### src/rtl/tune_pkg.sv
// Shared definitions for the tune sequencer: FSM encoding, note word layout
// and the prescaler width helper.
package tune_pkg;

    typedef enum logic [2:0] {
        S_IDLE  = 3'd0,
        S_FETCH = 3'd1,
        S_EVAL  = 3'd2,
        S_PLAY  = 3'd3,
        S_GAP   = 3'd4
    } state_t;

    localparam int PERIOD_MSB = 31;
    localparam int PERIOD_LSB = 8;
    localparam int DUR_MSB    = 7;

    function automatic int presc_w(input int div);
        if (div <= 2) return 1;
        return $clog2(div);
    endfunction

endpackage

### src/rtl/ms_ticker.sv
// Millisecond prescaler: one-cycle tick every DIV cycles while not cleared.
module ms_ticker #(
    parameter int DIV = 12000,
    parameter int W   = 14
) (
    input  logic clk,
    input  logic rst_n,
    input  logic clr,
    output logic tick
);

    localparam logic [W-1:0] LAST = W'(DIV - 1);

    logic [W-1:0] cnt;

    assign tick = !clr && (cnt == LAST);

    always_ff @(posedge clk or negedge rst_n) begin
        if (!rst_n) begin
            cnt <= '0;
        end else if (clr || cnt == LAST) begin
            cnt <= '0;
        end else begin
            cnt <= cnt + W'(1);
        end
    end

endmodule

### src/rtl/tune_sequencer.sv
// Steps through a note RAM, driving a tone generator's period and gate with
// per-note millisecond durations and an optional silent gap between notes.
module tune_sequencer
    import tune_pkg::*;
#(
    parameter int CLK_HZ = 12000000,
    parameter int DEPTH  = 32,
    parameter int ADDR_W = 5,
    parameter int GAP_MS = 10
) (
    input  logic              CLK,
    input  logic              RESETN,
    input  logic              start,
    input  logic              stop,
    input  logic              loop,
    input  logic              wr_en,
    input  logic [ADDR_W-1:0] wr_addr,
    input  logic [31:0]       wr_data,
    output logic [31:0]       period_out,
    output logic              tone_en,
    output logic              busy,
    output logic              done,
    output logic [ADDR_W-1:0] note_idx
);

    localparam int              TICK_DIV = CLK_HZ / 1000;
    localparam int              PW       = presc_w(TICK_DIV);
    localparam logic [7:0]      GAP_CNT  = 8'(GAP_MS);
    localparam logic [ADDR_W-1:0] LAST_IDX = ADDR_W'(DEPTH - 1);

    state_t              state, state_nxt;
    logic [ADDR_W-1:0]   idx_nxt;
    logic [7:0]          ms_cnt, ms_nxt;
    logic [31:0]         period_nxt;
    logic                tone_nxt, done_nxt;
    logic                advance, end_tune;
    logic                tick, presc_clr;

    logic [31:0]         ram [DEPTH];
    logic [31:0]         ram_q;

    // Note RAM: writes only while idle, registered read every cycle
    always_ff @(posedge CLK) begin
        if (wr_en && state == S_IDLE) ram[wr_addr] <= wr_data;
        ram_q <= ram[note_idx];
    end

    assign presc_clr = !(state == S_PLAY || state == S_GAP);

    ms_ticker #(.DIV(TICK_DIV), .W(PW)) u_ticker (
        .clk   (CLK),
        .rst_n (RESETN),
        .clr   (presc_clr),
        .tick  (tick)
    );

    assign busy = (state != S_IDLE);

    always_ff @(posedge CLK or negedge RESETN) begin
        if (!RESETN) begin
            state      <= S_IDLE;
            note_idx   <= '0;
            ms_cnt     <= '0;
            period_out <= '0;
            tone_en    <= 1'b0;
            done       <= 1'b0;
        end else begin
            state      <= state_nxt;
            note_idx   <= idx_nxt;
            ms_cnt     <= ms_nxt;
            period_out <= period_nxt;
            tone_en    <= tone_nxt;
            done       <= done_nxt;
        end
    end

    always_comb begin
        state_nxt  = state;
        idx_nxt    = note_idx;
        ms_nxt     = ms_cnt;
        period_nxt = period_out;
        tone_nxt   = tone_en;
        done_nxt   = 1'b0;
        advance    = 1'b0;
        end_tune   = 1'b0;

        case (state)
            S_IDLE: begin
                if (start && !stop) begin
                    state_nxt = S_FETCH;
                    idx_nxt   = '0;
                end
            end
            S_FETCH: state_nxt = S_EVAL;
            S_EVAL: begin
                if (ram_q[DUR_MSB:0] == 8'd0) begin
                    end_tune = 1'b1;
                end else begin
                    period_nxt = {8'b0, ram_q[PERIOD_MSB:PERIOD_LSB]};
                    tone_nxt   = |ram_q[PERIOD_MSB:PERIOD_LSB];
                    ms_nxt     = ram_q[DUR_MSB:0];
                    state_nxt  = S_PLAY;
                end
            end
            S_PLAY: begin
                if (tick) begin
                    if (ms_cnt == 8'd1) begin
                        tone_nxt = 1'b0;
                        if (GAP_MS > 0) begin
                            state_nxt = S_GAP;
                            ms_nxt    = GAP_CNT;
                        end else begin
                            advance = 1'b1;
                        end
                    end else begin
                        ms_nxt = ms_cnt - 8'd1;
                    end
                end
            end
            S_GAP: begin
                if (tick) begin
                    if (ms_cnt == 8'd1) advance = 1'b1;
                    else                ms_nxt  = ms_cnt - 8'd1;
                end
            end
            default: state_nxt = S_IDLE;
        endcase

        if (advance) begin
            if (note_idx == LAST_IDX) begin
                end_tune = 1'b1;
            end else begin
                idx_nxt   = note_idx + ADDR_W'(1);
                state_nxt = S_FETCH;
            end
        end

        if (end_tune) begin
            tone_nxt = 1'b0;
            if (loop) begin
                idx_nxt   = '0;
                state_nxt = S_FETCH;
            end else begin
                state_nxt  = S_IDLE;
                done_nxt   = 1'b1;
                period_nxt = '0;
            end
        end

        // Abort has priority over everything except an idle block
        if (stop && state != S_IDLE) begin
            state_nxt  = S_IDLE;
            tone_nxt   = 1'b0;
            period_nxt = '0;
            done_nxt   = 1'b0;
        end
    end

endmodule

### config.mk
export PLATFORM = sky130hd
export DESIGN_NAME = tune_sequencer
export DESIGN_NICKNAME = d
export VERILOG_FILES = /design/src/rtl/tune_pkg.sv /design/src/rtl/ms_ticker.sv /design/src/rtl/tune_sequencer.sv
export SDC_FILE = /design/constraint.sdc
export NUM_CORES = 1
export LEC_CHECK = 0
export ABC_AREA = 0
export CELL_PAD_IN_SITES_DETAIL_PLACEMENT = 2
export CELL_PAD_IN_SITES_GLOBAL_PLACEMENT = 2
export CORE_MARGIN = 10
export CORE_UTILIZATION = 45
export DETAILED_ROUTE_END_ITERATION = 8
export PLACE_DENSITY = 0.85
export SKIP_LAST_GASP = 1
export SYNTH_ARGS = -nofsm -noshare
export SYNTH_HDL_FRONTEND = slang
export SYNTH_SLANG_ARGS = --single-unit
### constraint.sdc
create_clock -name CLK -period 6.05 [get_ports CLK]
set_clock_uncertainty 0.05 [all_clocks]
set_input_delay 0.605 -clock CLK [delete_from_list [all_inputs] [get_ports CLK]]
set_output_delay 0.605 -clock CLK [all_outputs]
set_load 0.01 [all_outputs]
==> out/results.txt, run 1 <==
Max IR drop VDD = 0.245 mV
via count = 22200
r2r startpoint = state[2]$_DFF_PN0_
first-pass GRT wire length = 197000 µm
Clock Pin Slew Worst Setup and Hold Paths = 60 ps
dpl cell area = 45400 µm²
critical path arrival = 4750 ps
met2 Use GR = 44.2%
Post-Synth Simple-Gate Area = 2.54%
post-CTS sizing = 0
RSZ-0062 raised after global routing = no
number of global-route vias before repair = 23900
syn nets = 2046
WL/cell = 39.2 µm
die area = 108000 µm²
CTS max path bufs = 3
proportion of synthesized area in mux cells = 15.9%
Pwr Total = 16800 µW
M1 GR Usage = 33.1%
Die H = 328 µm
core box area = 94600 µm²
hpwl dp = 82400 µm
ys flop type = edfxtp_1
Residual DRC = 0
cts-stage hold buffer count = 0
leak pwr = 0.0150 µW
Post-synth EDFFs = 1024
PortBufs = 82
cts bufs inserted = 115
largest family of logic cells by synthesized area = multiplexers
RR Endpoint = ram[27][18]$_DFFE_PP_
outcome = completed
Global Route Usage Sum = 25.7%
Post-Syn Area per Cell = 21.4 µm²
Power Density = 340 nW/µm²
Worst Setup Slack post-DPL = 1590 ps
Post-CTS Setup Bufs = 0
# nets final = 2196
Iteration-0 DRC Markers = 2511
Post-synth ARST share = 5.71%
commonest cells after routing, fill and taps aside = edfxtp_1 (1024), mux4_2 (256), clkbuf_16 (116)
dominant cells by area after synthesis = edfxtp_1 (72%), mux4_2 (13%), dfrtp_1 (3.7%)
initial cell density of the core = 45.2%
Seq/Total Area, Yosys = 77.1%
Setup TNS = 0 ps
Post-Syn Instances = 1998
Clock Root Buffer = clkbuf_16
synthesized cell area = 42800 µm²
area share of fa/ha/maj cells after synthesis = 0.146%
CTS tree = done
share of the synthesized area in the top cell type = 71.9%
synth warn = 0
Die X = 328 µm
H-Tree Depth = 3
Fin. Hold Viols = 0
largest net degree at the start of global routing = 68
fin. max-slew vios = 0
worst slew pin tran = 1420 ps
Hold/Removal Path Class = primary input to async pin
max cap viols = 0
global route overflow = 0
FF-to-FF setup slack = 1550 ps
CP Capture Type = flop
initial antenna violation count = 3
Final min period = 4500 ps
GRT busiest layer = met2
Unique masters post-synth = 59
post-synth top area cell = edfxtp_1
met3 Use GR = 3.97%
post-route ant nets = 0
# clock sinks = 1120
Synth Register Bits = 1120
# setup viols final = 0
gpl congestion = 0.819
WHS = 57.9 ps
compound-cell area share of the yosys netlist = 2.88%
clk_lat worst skew = 730 ps
CP max FO = 32
startpoint types = flop
# IOs = 83
# rows = 113
Crit Path Category = flop to flop
Slew headroom = 5.08%
Crit path required time = 6300 ps
xor-xnor portion of the synthesized cell area = 0.225%
Design Area, Final = 49300 µm²
share of cells above drive strength 1 = 25.6%
Detailed Route WL = 138000 µm
commonest non-fill, non-tap cell in the layout = edfxtp_1
worst-case reg-to-reg path depth = 3
fin crit share = 74.4%
final setup margin = 1550 ps
via density per instance = 6.32
first drt pass iteration count = 5
Max Clk Rate = 0.222 GHz
area delta synth->final = 15.2%
[cell usage after synthesis, types with 5 or more instances]
master / instances
edfxtp_1: 1024
mux4_2: 256
a21oi_1: 73
nand2_1: 73
mux2i_1: 65
dfrtp_1: 64
nor2_1: 62
clkbuf_1: 53
buf_2: 33
mux2_2: 33
a221o_1: 32
a221oi_1: 32
dfxtp_1: 32
buf_1: 14
and2_1: 12
inv_1: 11
nor4_1: 11
nor3_1: 10
nand3_1: 9
o21ai_0: 8
nor2b_1: 7
nand3b_1: 6
nand4_1: 6
xor2_1: 6
buf_4: 5
ha_1: 5
xnor2_1: 5
[metal layers]
| metal | routed length [µm] | vias up |
|---|---|---|
| met4 | 5270 | 0 |
| met2 | 70900 | 1052 |
| met1 | 53000 | 12300 |
| met5 | 0 | - |
| li1 | - | 8662 |
| met3 | 8660 | 234 |
[registers in the layout, summed over array words and instances (netlist names)]
name	count
note_idx	5
u_ticker.cnt	14
ram_q	32
ram	1024
ms_cnt	8
done	1
tone_en	1
period_out	32
state	3
[kinds of logic (layout without fill, tap and decap cells)]
| group | after synthesis | count (layout) |
|---|---|---|
| XOR/XNOR | 11 | 11 |
| buffers and inverters | 117 | 366 |
| AND/OR/NAND/NOR | 221 | 221 |
| other | 0 | 1 |
| flip-flops | 1120 | 1120 |
| multiplexers | 354 | 354 |
| AO/OA/AOI/OAI | 170 | 170 |
| adder cells (fa/ha/maj) | 5 | 5 |
[report_power, final]
group	switching (µW)	total [µW]	leakage, µW	internal (µW)
combinational	546	833	0.00286	287
sequential	123	8730	0.0103	8610
clock	3130	7210	0.00185	4080
total	3800	16800	0.0150	13000
[worst max-delay path, cell delays in order (launching register included)]
cell and delay (ps):
dfrtp_1 510, nor3_1 970, nand4_1 1090, nor2_4 1450
[final cells by class]
| cell class | instances | area, µm² |
|---|---|---|
| fill | 8017 | 45300 |
| sequential | 1120 | 33000 |
| multi-input combinational | 761 | 9530 |
| clock buffer | 159 | 3190 |
| tap | 1265 | 1580 |
| timing repair buffer | 139 | 1350 |
| clock inverter | 57 | 574 |
| inverter | 11 | 41.3 |
| antenna | 1 | 2.50 |
[through the flow]
| stage | instances | util (%) |
|---|---|---|
| final | 3513 | 52.1 |
| after global routing | 3512 | 52.1 |
| after CTS | 3508 | 52.0 |
| after detailed placement | 3292 | 48.0 |
| after global placement | 3292 | 48.0 |
| after floorplan | 1998 | - |
[worst max path at each step]
stage	from	cells after the start	to	slack, ps
after floorplan	state[2]$_DFF_PN0_	6	ram[12][0]$_DFFE_PP_	2680
after global routing	state[2]$_DFF_PN0_	3	ram[27][24]$_DFFE_PP_	1230
after detailed placement	state[2]$_DFF_PN0_	3	ram[17][18]$_DFFE_PP_	1590
final	state[2]$_DFF_PN0_	3	ram[27][18]$_DFFE_PP_	1550
after global placement	state[2]$_DFF_PN0_	3	ram[31][21]$_DFFE_PP_	1970
after CTS	state[2]$_DFF_PN0_	3	ram[31][13]$_DFFE_PP_	1540
Power figures use the tool's default switching activity.
==> inputs of run 2 (changes only) <==
==> constraint.sdc (replaced) <==
create_clock -name CLK -period 4.4 [get_ports CLK]
set_clock_uncertainty 0.05 [all_clocks]
set_input_delay 0.44 -clock CLK [delete_from_list [all_inputs] [get_ports CLK]]
set_output_delay 0.44 -clock CLK [all_outputs]
set_load 0.01 [all_outputs]
==> run 2 against run 1 <==
- die area did not move
- largest cell class unchanged
- clock power increased by 37%
- sequential cell count unchanged
- critical path type unchanged
- sequential power increased by 37%
- routed wire length up 1.3%
- first-iteration DRC count grew 8.2%
- design area grew 0.45%
- via count increased by 1.4%
- hold slack better by 68 ps
- worst setup slack lost 630 ps
- critical path depth grew 3
- global-route usage increased by 0.33 points
==> out/results.txt, run 2 (synthesis results as in run 1) <==
outcome = completed
max reg flops = 1024 (unchanged)
commonest non-fill, non-tap cell in the layout = edfxtp_1
hpwl dp = 85600 µm (+3.9%)
Slew headroom = 8.84% (+3.8 points)
Iteration-0 DRC Markers = 2716 (+8.2%)
leak pwr = 0.0152 µW (+1.2%)
Pint = 17800 µW (+37%)
Max IR drop VDD = 0.334 mV (+36%)
# clock sinks = 1120 (unchanged)
Max Clk Rate = 0.288 GHz (+29%)
CTS tree = done
RR Endpoint = ram[16][16]$_DFFE_PP_
largest net degree at the start of global routing = 83 (+22%)
via density per instance = 6.34 (+0.33%)
clock network power share = 43.0% (about the same)
global route overflow = 0 (unchanged)
# nets final = 2232 (+1.6%)
largest registers = ram (1024), period_out (32), ram_q (32)
Detailed Route WL = 140000 µm (+1.3%)
worst-case reg-to-reg path depth = 6 (+3)
gpl congestion = 0.791 (-3.4%)
# setup viols final = 0 (unchanged)
CTS max path bufs = 3 (unchanged)
Fin. Hold Viols = 0 (unchanged)
Reg power frac = 52.1% (about the same)
r2r startpoint = state[2]$_DFF_PN0_
RSZ-0062 raised after global routing = no
initial cell density of the core = 45.2% (unchanged)
Critical path origin = state[2]$_DFF_PN0_
Non-Filler Instances = 3549 (+1.0%)
fin crit share = 79.0% (+4.6 points)
CP max FO = 22 (-31%)
Hold/Removal Path Class = primary input to async pin
Pwr Total = 23000 µW (+37%)
H-Tree Depth = 3 (unchanged)
Crit path required time = 4750 ps (-1550 ps)
cts bufs inserted = 116 (+0.87%)
Setup TNS = 0 ps (unchanged)
worst slew pin tran = 1360 ps (-57.3 ps)
Clock Root Buffer = clkbuf_16
placed cells = 3330 (+1.2%)
Post-CTS Setup Bufs = 0 (unchanged)
multi-input logic area = 9530 µm² (unchanged)
critical path arrival = 3820 ps (-930 ps)
clk_lat worst skew = 720 ps (about the same)
Worst Setup Slack post-DPL = 920 ps (-670 ps)
fin. max-slew vios = 0 (unchanged)
Final min period = 3480 ps (-1020 ps)
register area = 33000 µm² (unchanged)
Sw Share = 22.7% (+0.031 points)
max cap viols = 0 (unchanged)
Die X = 328 µm (unchanged)
CP Capture Type = flop
Worst Setup EP = ram[16][16]$_DFFE_PP_
diode count = 0 (-1)
Global Route Usage Sum = 26.0% (+0.33 points)
number of global-route vias before repair = 24400 (+1.8%)
Power Density = 465 nW/µm² (+37%)
PortBufs = 82 (unchanged)
Gate power share = 4.9% (about the same)
first drt pass iteration count = 5 (unchanged)
share of cells above drive strength 1 = 27.2% (+1.6 points)
initial antenna violation count = 1 (-2)
first-pass GRT wire length = 199000 µm (+1.3%)
Clock Pin Slew Worst Setup and Hold Paths = 70 ps (about the same)
core box area = 94600 µm² (unchanged)
Crit Path Category = flop to flop
Residual DRC = 0 (unchanged)
startpoint types = flop
die area = 108000 µm² (unchanged)
Die H = 328 µm (unchanged)
via count = 22500 (+1.4%)
area delta synth->final = 15.8%
Top reg by flops = ram
# rows = 113 (unchanged)
final setup margin = 925 ps (-625 ps)
# IOs = 83 (unchanged)
FF-to-FF setup slack = 920 ps (-630 ps)
WL/cell = 39.3 µm (+0.27%)
post-route ant nets = 0 (unchanged)
fillers = 8018 (+0.012%)
Switching Power = 5220 µW (+37%)
commonest cells after routing, fill and taps aside = edfxtp_1 (1024), mux4_2 (256), clkbuf_16 (119)
## run 2: changes by cell type in the layout (fill, tap and decap cells not counted), moves of 3 or more
cell and delta:
buf_4 +31, clkinv_1 +13, clkbuf_1 -12, buf_2 +10, clkdlybuf4s50_1 -10, buf_12 +5
clkbuf_8 -4, clkinv_4 +4, clkbuf_16 +3
## run 2: worst max-delay path, cell delays in order, from the launching register on
cell     delay [ps]
dfrtp_1         510
nor3_1          260
buf_4           230
nand2_1          90
or3_1           660
nor2_4          920
buf_4           370
## run 2: layout make-up
cell class | instances | share of cell area (%)
well taps | 1265 | 3.20
multi-input cells | 761 | 19.2
clock inverters | 72 | 1.18
flip-flops and latches | 1120 | 66.7
inverters | 11 | 0.0834
repair buffers | 174 | 3.22
clock buffers | 146 | 6.40
## run 2: how the worst min path moves through the flow
stage	from	to	slack [ps]
2_1_floorplan	RESETN	done$_DFF_PN0_	90
3_3_place_gp	RESETN	u_ticker.cnt[9]$_DFF_PN0_	300
3_5_place_dp	RESETN	u_ticker.cnt[10]$_DFF_PN0_	310
4_1_cts	RESETN	u_ticker.cnt[3]$_DFF_PN0_	90
5_1_grt	RESETN	u_ticker.cnt[1]$_DFF_PN0_	160
6_report	RESETN	u_ticker.cnt[1]$_DFF_PN0_	130
## run 2: what timing repair did
item / 4_1_cts / 5_1_grt
gates resized for setup: 0 / 0
endpoints found under the hold margin: 14 / 0
hold buffers: 1 / 0
## run 2: per-stage QoR
step	hold slack, ps	area (µm²)	util (%)
6_report	126	49500	52.3
5_1_grt	156	49500	52.3
4_1_cts	93.9	49600	52.4
3_5_place_dp	312	45800	48.4
3_3_place_gp	304	45800	48.4
2_1_floorplan	94.4	42800	-
## run 2: power by group through the flow
stage	logic, µW	clock network (µW)	registers [µW]
5_1_grt	1220	10400	12000
3_5_place_dp	1130	0	12200
3_3_place_gp	1020	0	12200
4_1_cts	1140	10000	12000
6_report	1120	9890	12000
2_1_floorplan	408	0	12200
## run 2: metal layers
metal / part of all wire [%] / global-route usage, % / wire [µm]
met1: 38 / 32.7 / 52700
met2: 52 / 45.3 / 72700
met3: 6.3 / 4.50 / 8840
met4: 3.8 / 9.05 / 5370
met5: 0.0079 / 0 / 11
==> inputs of run 3 (changes only) <==
--- a/config.mk
+++ b/config.mk
@@ -11,7 +11,7 @@
 export CORE_MARGIN = 10
 export CORE_UTILIZATION = 45
 export DETAILED_ROUTE_END_ITERATION = 8
-export PLACE_DENSITY = 0.85
+export PLACE_DENSITY = 0.88
 export SKIP_LAST_GASP = 1
 export SYNTH_ARGS = -nofsm -noshare
 export SYNTH_HDL_FRONTEND = slang
==> constraint.sdc (replaced) <==
create_clock -name CLK -period 2.9 [get_ports CLK]
set_clock_uncertainty 0.05 [all_clocks]
set_input_delay 0.29 -clock CLK [delete_from_list [all_inputs] [get_ports CLK]]
set_output_delay 0.29 -clock CLK [all_outputs]
set_load 0.01 [all_outputs]
==> run 3 against run 2 <==
- utilization increased by 1.3 points
- worst setup slack got worse by 830 ps
- global-route usage rose by 2.2 points
- first-iteration DRC count up 8.2%
- routed wire length increased by 9.4%
- fmax up 24%
- critical path type unchanged
- largest cell class unchanged
==> out/results.txt, run 3 (synthesis results as in run 1) <==
outcome = completed
final core occ = 53.6% (+1.3 points)
number of global-route vias before repair = 25400 (+4.1%)
Die X = 328 µm (unchanged)
post-route ant nets = 0 (unchanged)
Global Route Usage Sum = 28.3% (+2.2 points)
RSZ-0062 raised after global routing = no
# IOs = 83 (unchanged)
max cap viols = 0 (unchanged)
critical path arrival = 3280 ps (-540 ps)
initial cell density of the core = 45.2% (unchanged)
initial antenna violation count = 2 (+1)
largest net degree at the start of global routing = 74 (-11%)
final setup margin = 98.6 ps (-826 ps)
Detailed Route WL = 153000 µm (+9.4%)
Max IR drop VDD = 0.563 mV (+69%)
die area = 108000 µm² (unchanged)
Power Density = 692 nW/µm² (+49%)
Die H = 328 µm (unchanged)
via density per instance = 6.51 (+2.6%)
placed cells = 3394 (+1.9%)
Crit Path Category = flop to flop
global route overflow = 0 (unchanged)
Final min period = 2800 ps (-674 ps)
r2r startpoint = note_idx[1]$_DFF_PN0_
Residual DRC = 0 (unchanged)
Max Clk Rate = 0.357 GHz (+24%)
# clock sinks = 1120 (unchanged)
PortBufs = 82 (unchanged)
cts bufs inserted = 114 (-1.7%)
Iteration-0 DRC Markers = 2940 (+8.2%)
fin. max-slew vios = 0 (unchanged)
clk_lat worst skew = 720 ps (about the same)
via count = 23500 (+4.6%)
H-Tree Depth = 3 (unchanged)
Clock Pin Slew Worst Setup and Hold Paths = 70 ps (about the same)
Clock Root Buffer = clkbuf_16
Top reg by flops = ram
# nets final = 2295 (+2.8%)
Worst Setup Slack post-DPL = 48.3 ps (-872 ps)
core box area = 94600 µm² (unchanged)
Crit path required time = 3380 ps (-1370 ps)
Hold/Removal Path Class = primary input to async pin
CP max FO = 57 (+160%)
CTS max path bufs = 3 (unchanged)
fin crit share = 96.6% (+18 points)
first drt pass iteration count = 5 (unchanged)
leak pwr = 0.0157 µW (+3.3%)
Slew headroom = 1.80% (-7.0 points)
Critical path origin = note_idx[1]$_DFF_PN0_
first-pass GRT wire length = 214000 µm (+7.3%)
max reg flops = 1024 (unchanged)
area delta synth->final = 18.6%
# rows = 113 (unchanged)
Fin. Hold Viols = 0 (unchanged)
# setup viols final = 0 (unchanged)
gpl congestion = 0.821 (+3.8%)
CP Capture Type = flop
commonest non-fill, non-tap cell in the layout = edfxtp_1
WL/cell = 42.2 µm (+7.4%)
share of cells above drive strength 1 = 28.7% (+1.6 points)
largest registers = ram (1024), period_out (32), ram_q (32)
hpwl dp = 92500 µm (+8.0%)
CTS tree = done
Non-Filler Instances = 3617 (+1.9%)
worst slew pin tran = 1470 ps (+105 ps)
startpoint types = flop
commonest cells after routing, fill and taps aside = edfxtp_1 (1024), mux4_2 (256), clkbuf_16 (116)
[run 3: layout make-up]
class	instances	area [µm²]
clock buffer	145	3060
tap	1265	1580
sequential	1120	33000
clock inverter	72	638
antenna	4	10.0
fill	7861	43900
inverter	11	41.3
timing repair buffer	239	2820
multi-input combinational	761	9540
[run 3: where the power goes]
part | internal, µW | total [µW] | switching, µW | leakage (µW)
sequential | 18000 | 18200 | 259 | 0.0103
combinational | 668 | 1820 | 1150 | 0.00357
clock | 8360 | 15100 | 6690 | 0.00182
total | 27000 | 35100 | 8100 | 0.0157
[run 3: layer usage]
layer  vias up  GRT usage [%]  share of wire (%)
met1     13000           34.8                 36
met4         2           11.9                4.5
met5         -              0             0.0092
li1       8872              -                  -
met2      1355           49.1                 52
met3       340           4.70                7.0
[run 3: final timing paths]
check | to | slack, ps | depth (start not counted)
worst max-delay path | ram_q[0]$_DFF_P_ | 100 | 6
worst min-delay path | ms_cnt[0]$_DFFE_PN0P_ | 30 | 2
worst max register to register | ram_q[0]$_DFF_P_ | 100 | 6
worst min register to register | period_out[1]$_DFF_PN0_ | 430 | 2
max in group asynchronous | period_out[12]$_DFF_PN0_ | 2120 | 3
min in group CLK | ram[15][13]$_DFFE_PP_ | 130 | 1
[run 3: stage by stage]
step	setup TNS [ps]	hold WS, ps	total power (µW)	instance area (µm²)
finish	0	33.9	35100	50700
global route	0	81.9	36000	50700
CTS	0	10.5	35300	50700
detailed placement	0	229	20300	47000
global placement	0	210	20100	47000
floorplan	-284230	-55.6	19100	42800
[run 3: worst max-delay path: stages (launching register included)]
cell and delay, ps:
dfrtp_4 700, buf_12 410, buf_4 300, mux4_2 260, a221o_1 220, a21oi_1 60, a221oi_1 570
[run 3: what timing repair did]
action | 4_1_cts | 5_1_grt
endpoints found under the setup margin | 1 | 82
endpoints found under the hold margin | 64 | 0
hold buffers | 1 | 0
pin swaps | 0 | 0
setup buffers | 0 | 1
gates resized for setup | 1 | 1
